--- src/rtl/snes_audio_resampler.sv ---
// Stereo 32 kHz -> 48 kHz linear-interpolating resampler for the SNES DSP stream.
// A 4-entry input FIFO absorbs DSP jitter; one shared multiplier serves both channels.
module snes_audio_resampler #(
    parameter int unsigned CLK_HZ   = 21477000,
    parameter int unsigned IN_RATE  = 32000,
    parameter int unsigned OUT_RATE = 48000,
    parameter int unsigned STEP     =
        32'((64'(IN_RATE) << 16) / 64'(OUT_RATE))
) (
    input  logic               clk,
    input  logic               reset,
    input  logic signed [15:0] in_l,
    input  logic signed [15:0] in_r,
    input  logic               in_valid,
    output logic               in_en,
    output logic signed [15:0] out_l,
    output logic signed [15:0] out_r,
    output logic               out_valid,
    output logic               underrun,
    output logic               overflow
);

    localparam logic [27:0] ACC_INC = 28'(OUT_RATE);
    localparam logic [27:0] ACC_LIM = 28'(CLK_HZ);
    localparam logic [16:0] STEP_W  = 17'(STEP);

    typedef enum logic [2:0] {
        IDLE,
        ADV,
        MUL_L,
        MUL_R,
        EMIT
    } state_t;

    state_t state_q, state_d;

    logic [26:0] acc_q, acc_d;
    logic [27:0] acc_sum;
    logic        tick;

    logic [15:0] phase_q, phase_d;
    logic [16:0] ph_sum;
    logic        carry;

    logic [31:0] s0_q, s0_d;
    logic [31:0] s1_q, s1_d;

    logic [31:0] mem_q [4];
    logic [31:0] mem_d [4];
    logic [1:0]  wr_ptr_q, wr_ptr_d;
    logic [1:0]  rd_ptr_q, rd_ptr_d;
    logic [2:0]  count_q, count_d;
    logic        empty, full, push, pop;

    logic        in_en_q, in_en_d;
    logic signed [15:0] res_l_q, res_l_d;
    logic signed [15:0] out_l_q, out_l_d;
    logic signed [15:0] out_r_q, out_r_d;
    logic        out_valid_q, out_valid_d;
    logic        underrun_q, underrun_d;
    logic        overflow_q, overflow_d;

    logic signed [15:0] m_s0, m_s1, m_res;
    logic signed [16:0] m_diff, m_ph;
    logic signed [33:0] m_prod;
    logic        unused_bits;

    // Fractional tick divider: average rate OUT_RATE from CLK_HZ.
    always_comb begin
        acc_sum = {1'b0, acc_q} + ACC_INC;
        tick    = (acc_sum >= ACC_LIM);
        if (tick) begin
            acc_d = 27'(acc_sum - ACC_LIM);
        end else begin
            acc_d = acc_sum[26:0];
        end
    end

    always_comb begin
        ph_sum = {1'b0, phase_q} + STEP_W;
        carry  = ph_sum[16];
        empty  = (count_q == 3'd0);
        full   = (count_q == 3'd4);
        pop    = (state_q == ADV) && carry && !empty;
        push   = in_valid && (!full || pop);
    end

    always_comb begin
        mem_d    = mem_q;
        wr_ptr_d = wr_ptr_q;
        rd_ptr_d = rd_ptr_q;
        if (push) begin
            mem_d[wr_ptr_q] = {in_l, in_r};
            wr_ptr_d        = wr_ptr_q + 2'd1;
        end
        if (pop) begin
            rd_ptr_d = rd_ptr_q + 2'd1;
        end
        count_d    = count_q + {2'b0, push} - {2'b0, pop};
        in_en_d    = (count_d < 3'd3);
        overflow_d = overflow_q | (in_valid & full & ~pop);
    end

    // Shared multiplier: left channel in MUL_L, right channel otherwise.
    always_comb begin
        if (state_q == MUL_L) begin
            m_s0 = s0_q[31:16];
            m_s1 = s1_q[31:16];
        end else begin
            m_s0 = s0_q[15:0];
            m_s1 = s1_q[15:0];
        end
        m_diff      = {m_s1[15], m_s1} - {m_s0[15], m_s0};
        m_ph        = {1'b0, phase_q};
        m_prod      = 34'(m_diff) * 34'(m_ph);
        m_res       = m_s0 + m_prod[31:16];
        unused_bits = ^{m_prod[33:32], m_prod[15:0]};
    end

    always_comb begin
        state_d     = state_q;
        phase_d     = phase_q;
        s0_d        = s0_q;
        s1_d        = s1_q;
        res_l_d     = res_l_q;
        out_l_d     = out_l_q;
        out_r_d     = out_r_q;
        out_valid_d = 1'b0;
        underrun_d  = underrun_q;
        unique case (state_q)
            IDLE: begin
                if (tick) begin
                    state_d = ADV;
                end
            end
            ADV: begin
                phase_d = ph_sum[15:0];
                if (carry) begin
                    s0_d = s1_q;
                    if (!empty) begin
                        s1_d = mem_q[rd_ptr_q];
                    end else begin
                        underrun_d = 1'b1;
                    end
                end
                state_d = MUL_L;
            end
            MUL_L: begin
                res_l_d = m_res;
                state_d = MUL_R;
            end
            MUL_R: begin
                out_l_d     = res_l_q;
                out_r_d     = m_res;
                out_valid_d = 1'b1;
                state_d     = EMIT;
            end
            EMIT: begin
                state_d = IDLE;
            end
            default: begin
                state_d = IDLE;
            end
        endcase
    end

    always_ff @(posedge clk) begin
        if (reset) begin
            state_q     <= IDLE;
            acc_q       <= '0;
            phase_q     <= '0;
            s0_q        <= '0;
            s1_q        <= '0;
            mem_q       <= '{default: '0};
            wr_ptr_q    <= '0;
            rd_ptr_q    <= '0;
            count_q     <= '0;
            in_en_q     <= 1'b1;
            res_l_q     <= '0;
            out_l_q     <= '0;
            out_r_q     <= '0;
            out_valid_q <= 1'b0;
            underrun_q  <= 1'b0;
            overflow_q  <= 1'b0;
        end else begin
            state_q     <= state_d;
            acc_q       <= acc_d;
            phase_q     <= phase_d;
            s0_q        <= s0_d;
            s1_q        <= s1_d;
            mem_q       <= mem_d;
            wr_ptr_q    <= wr_ptr_d;
            rd_ptr_q    <= rd_ptr_d;
            count_q     <= count_d;
            in_en_q     <= in_en_d;
            res_l_q     <= res_l_d;
            out_l_q     <= out_l_d;
            out_r_q     <= out_r_d;
            out_valid_q <= out_valid_d;
            underrun_q  <= underrun_d;
            overflow_q  <= overflow_d;
        end
    end

    assign in_en     = in_en_q;
    assign out_l     = out_l_q;
    assign out_r     = out_r_q;
    assign out_valid = out_valid_q;
    assign underrun  = underrun_q;
    assign overflow  = overflow_q;

endmodule

--- config.mk ---
export PLATFORM = sky130hd
export DESIGN_NAME = snes_audio_resampler
export DESIGN_NICKNAME = d
export VERILOG_FILES = /design/src/rtl/snes_audio_resampler.sv
export SDC_FILE = /design/constraint.sdc
export NUM_CORES = 1
export LEC_CHECK = 0
export ABC_AREA = 1
export CAP_MARGIN = 5
export CORE_MARGIN = 3
export CORE_UTILIZATION = 30
export DETAILED_ROUTE_END_ITERATION = 10
export PLACE_DENSITY_LB_ADDON = 0.3
export SYNTH_ARGS = -nofsm -noshare
export SYNTH_HDL_FRONTEND = slang
export SYNTH_SLANG_ARGS = --single-unit
--- constraint.sdc ---
create_clock -name clk -period 12.6 [get_ports clk]
set_input_delay 2.52 -clock clk [delete_from_list [all_inputs] [get_ports clk]]
set_output_delay 2.52 -clock clk [all_outputs]
set_load 0.01 [all_outputs]
==> run_results.csv <==
group,metric,value,unit
synth,synth.avg_cell_area,7.574,um^2
sta,fin_worst_skew,47.63,ps
synth,yosys.area.top_type,"dfxtp_1",
sta,slew_headroom,34.50,%
detailed_routing,drc,0,
final_layout,final_util,33.88,%
final_layout,nets,3577,
clock_network,cts_buffers,35,
critical_path,worst-path-max-fanout,53,
critical_path,r2r-end,"out_r[14]",
die,die_w,289.0,um
clock_network,cts_tree,"built",
synth,synth_commonest_cells,"inv_1, nand2_1, nor2_1, a21oi_1, dfxtp_1",
synth,ys_warn_count,0,
critical_path,crit_path_frequent_cell,"nand2_1",
critical_path,rr_startpoint,"state_q[2]",
sta,fin_crit,10900,ps
detailed_routing,vias_per_cell,4.733,
sta,fin_crit_sh,86.49,%
critical_path,cp-start-kind,"register",
clock_network,htree_levels,2,
critical_path,crit_arrival,11330,ps
clock_network,cts.repair.resized,0,
synth,ys_types,55,
die,start_util,30.36,%
grt,first_global_vias,19621,
worst_hold_path,holdPathEnd,"mem_q[33]",
clock_network,cts.sinks,293,
critical_path,cp_slowest_stage_delay,710,ps
clock_network,clk_latency,580,ps
sta,finalHoldViolCount,0,
clock_network,ctsHoldBuffers,0,
detailed_routing,vias,20036,
synth,syn_area,24030,um^2
sta,fmax,0.09176,GHz
detailed_routing,firstDrtPassIters,6,
detailed_routing,drt_iter0_drc,1387,
synth,synth_edf_count,0,
synth,synth_top_cell_area_share,24.41,%
clock_network,clock_path_buffers,3,
critical_path,cp-end-kind,"register",
sta,rsz0062_at_grt,"false",
die,rows,103,
run,maxCapViolCount,0,
worst_hold_path,worstHoldPathCells,2,
synth,ys_ff_latch,293,
critical_path,crit_required,13030,ps
final_layout,diodes,0,
critical_path,critPathKind,"register to register",
die,fp.coreArea,79130,um^2
status,status,"completed",
worst_hold_path,hp-class,"register to register",
clock_network,path_clk_slew,60,ps
detailed_routing,ant_nets,0,
critical_path,r2r_setup_slack,1700,ps
sta,setup_viol_count_final,0,
placed_design,portBuffers,70,
worst_hold_path,min_from,"mem_q[33]",
sta,worst_pin_slew,982.5,ps
grt,grt-ovfl-total,0,
synth,synthCells,3172,
sta,drv_slew,0,
placed_design,place.gp.congestion,0.9322,
synth,seq_area_frac_synth,24.41,%
critical_path,crit_slowest_cell,"fa_1",
sta,whs,449.2,ps
sta,tns,0,ps
die,die_h,289.0,um
die,dieArea,83520,um^2
critical_path,rr_worst_depth,42,
final_layout,drive_gt1_share,6.598,%
synth,syn_nets,3593,
synth,async_flop_share,0,%
clock_network,post_cts_buffers,0,
synth,synth.most_common_cell,"inv_1",
grt,antenna_found_initial,0,
placed_design,dp_hpwl,49.62,mm
die,io_pins,71,
grt,track_usage,16.45,%
detailed_routing,routed_wl,67.53,mm
synth,synth_ff_type,"dfxtp_1",
grt,grt_max_degree,95,
grt,grt_pass1_wl,109.8,mm
detailed_routing,routedWlPerCell,15.95,um
clock_network,cts-root-buf,"clkbuf_16",
final_layout,area_growth,11.60,%
synth,ys_top_cells_by_area,"dfxtp_1, fa_1, inv_1, ha_1, nand2_1",
[registers in the layout (all words and copies together) (netlist names), 2 cells and up]
name	flops
rd_ptr_q	2
out_r	16
mem_q	128
wr_ptr_q	2
acc_q	24
res_l_q	16
s1_q	32
s0_q	32
phase_q	15
state_q	3
count_q	3
out_l	16
[through the flow]
stage / instances / setup slack, ps / instance area [um^2]
after detailed placement: 4169 / 1842 / 25620
after global placement: 4169 / 1901 / 25620
final: 4233 / 1702 / 26810
after CTS: 4233 / 1701 / 26810
after floorplan: 3172 / 3205 / 24030
after global routing: 4233 / 815.3 / 26810
[layer usage]
metal / wire length (um) / GRT usage (%) / vias up
met3: 3841 / 2.919 / 98
met4: 1809 / 4.486 / 0
met5: 0 / 0 / -
li1: - / - / 9899
met1: 31100 / 22.75 / 9557
met2: 30780 / 26.43 / 482
[layout by cell type, fill, tap and decap left out, drive strengths merged, types with 21 or more instances in the layout]
cell type,count
inv,584
nand2,464
a21oi,322
nor2,319
dfxtp,293
o21ai,292
fa,248
nand3,140
ha,138
clkdlybuf4s50,69
clkbuf,52
xor2,49
or2,35
a31oi,26
buf,26
xnor2,21
[area by class of cell]
class,instances,area (um^2)
clock buffers,52,1010
clock inverters,12,183.9
fillers,8484,52320
inverters,590,2217
multi-input cells,2141,15330
flip-flops and latches,293,5867
well taps,1050,1314
repair buffers,95,885.9
[worst max-delay path by stage]
stage | startpoint | to | slack [ps] | cells past startpoint
after global placement | state_q[2] | res_l_q[14] | 1900 | 41
after detailed placement | state_q[2] | res_l_q[14] | 1840 | 41
after floorplan | state_q[2] | res_l_q[14] | 3200 | 44
after CTS | state_q[2] | out_r[14] | 1700 | 41
after global routing | state_q[2] | out_r[14] | 820 | 42
final | state_q[2] | out_r[14] | 1700 | 42
[worst max-delay path, delay by kind of cell, from the launching register on]
family	cells	cell delay, ps
adders and majority gates	9	4540
and+or+nand+nor	18	2720
AOI/OAI and AO/OA	6	1670
buffers and inverters	8	1270
DFF	1	380
xor gates and xnor gates	1	200
[kinds of logic after synthesis]
logic type / after synthesis / share of synthesized area (%)
and+or+nand+nor: 1007 / 18.02
adders and majority gates: 386 / 27.85
DFF: 293 / 24.41
AOI/OAI and AO/OA: 677 / 14.92
xor gates and xnor gates: 70 / 2.880
buffers and inverters: 738 / 11.87
muxes: 1 / 0.04166
Power is not shown: default switching activity piles up to over one toggle a cycle in this logic, so the estimate is an artifact.
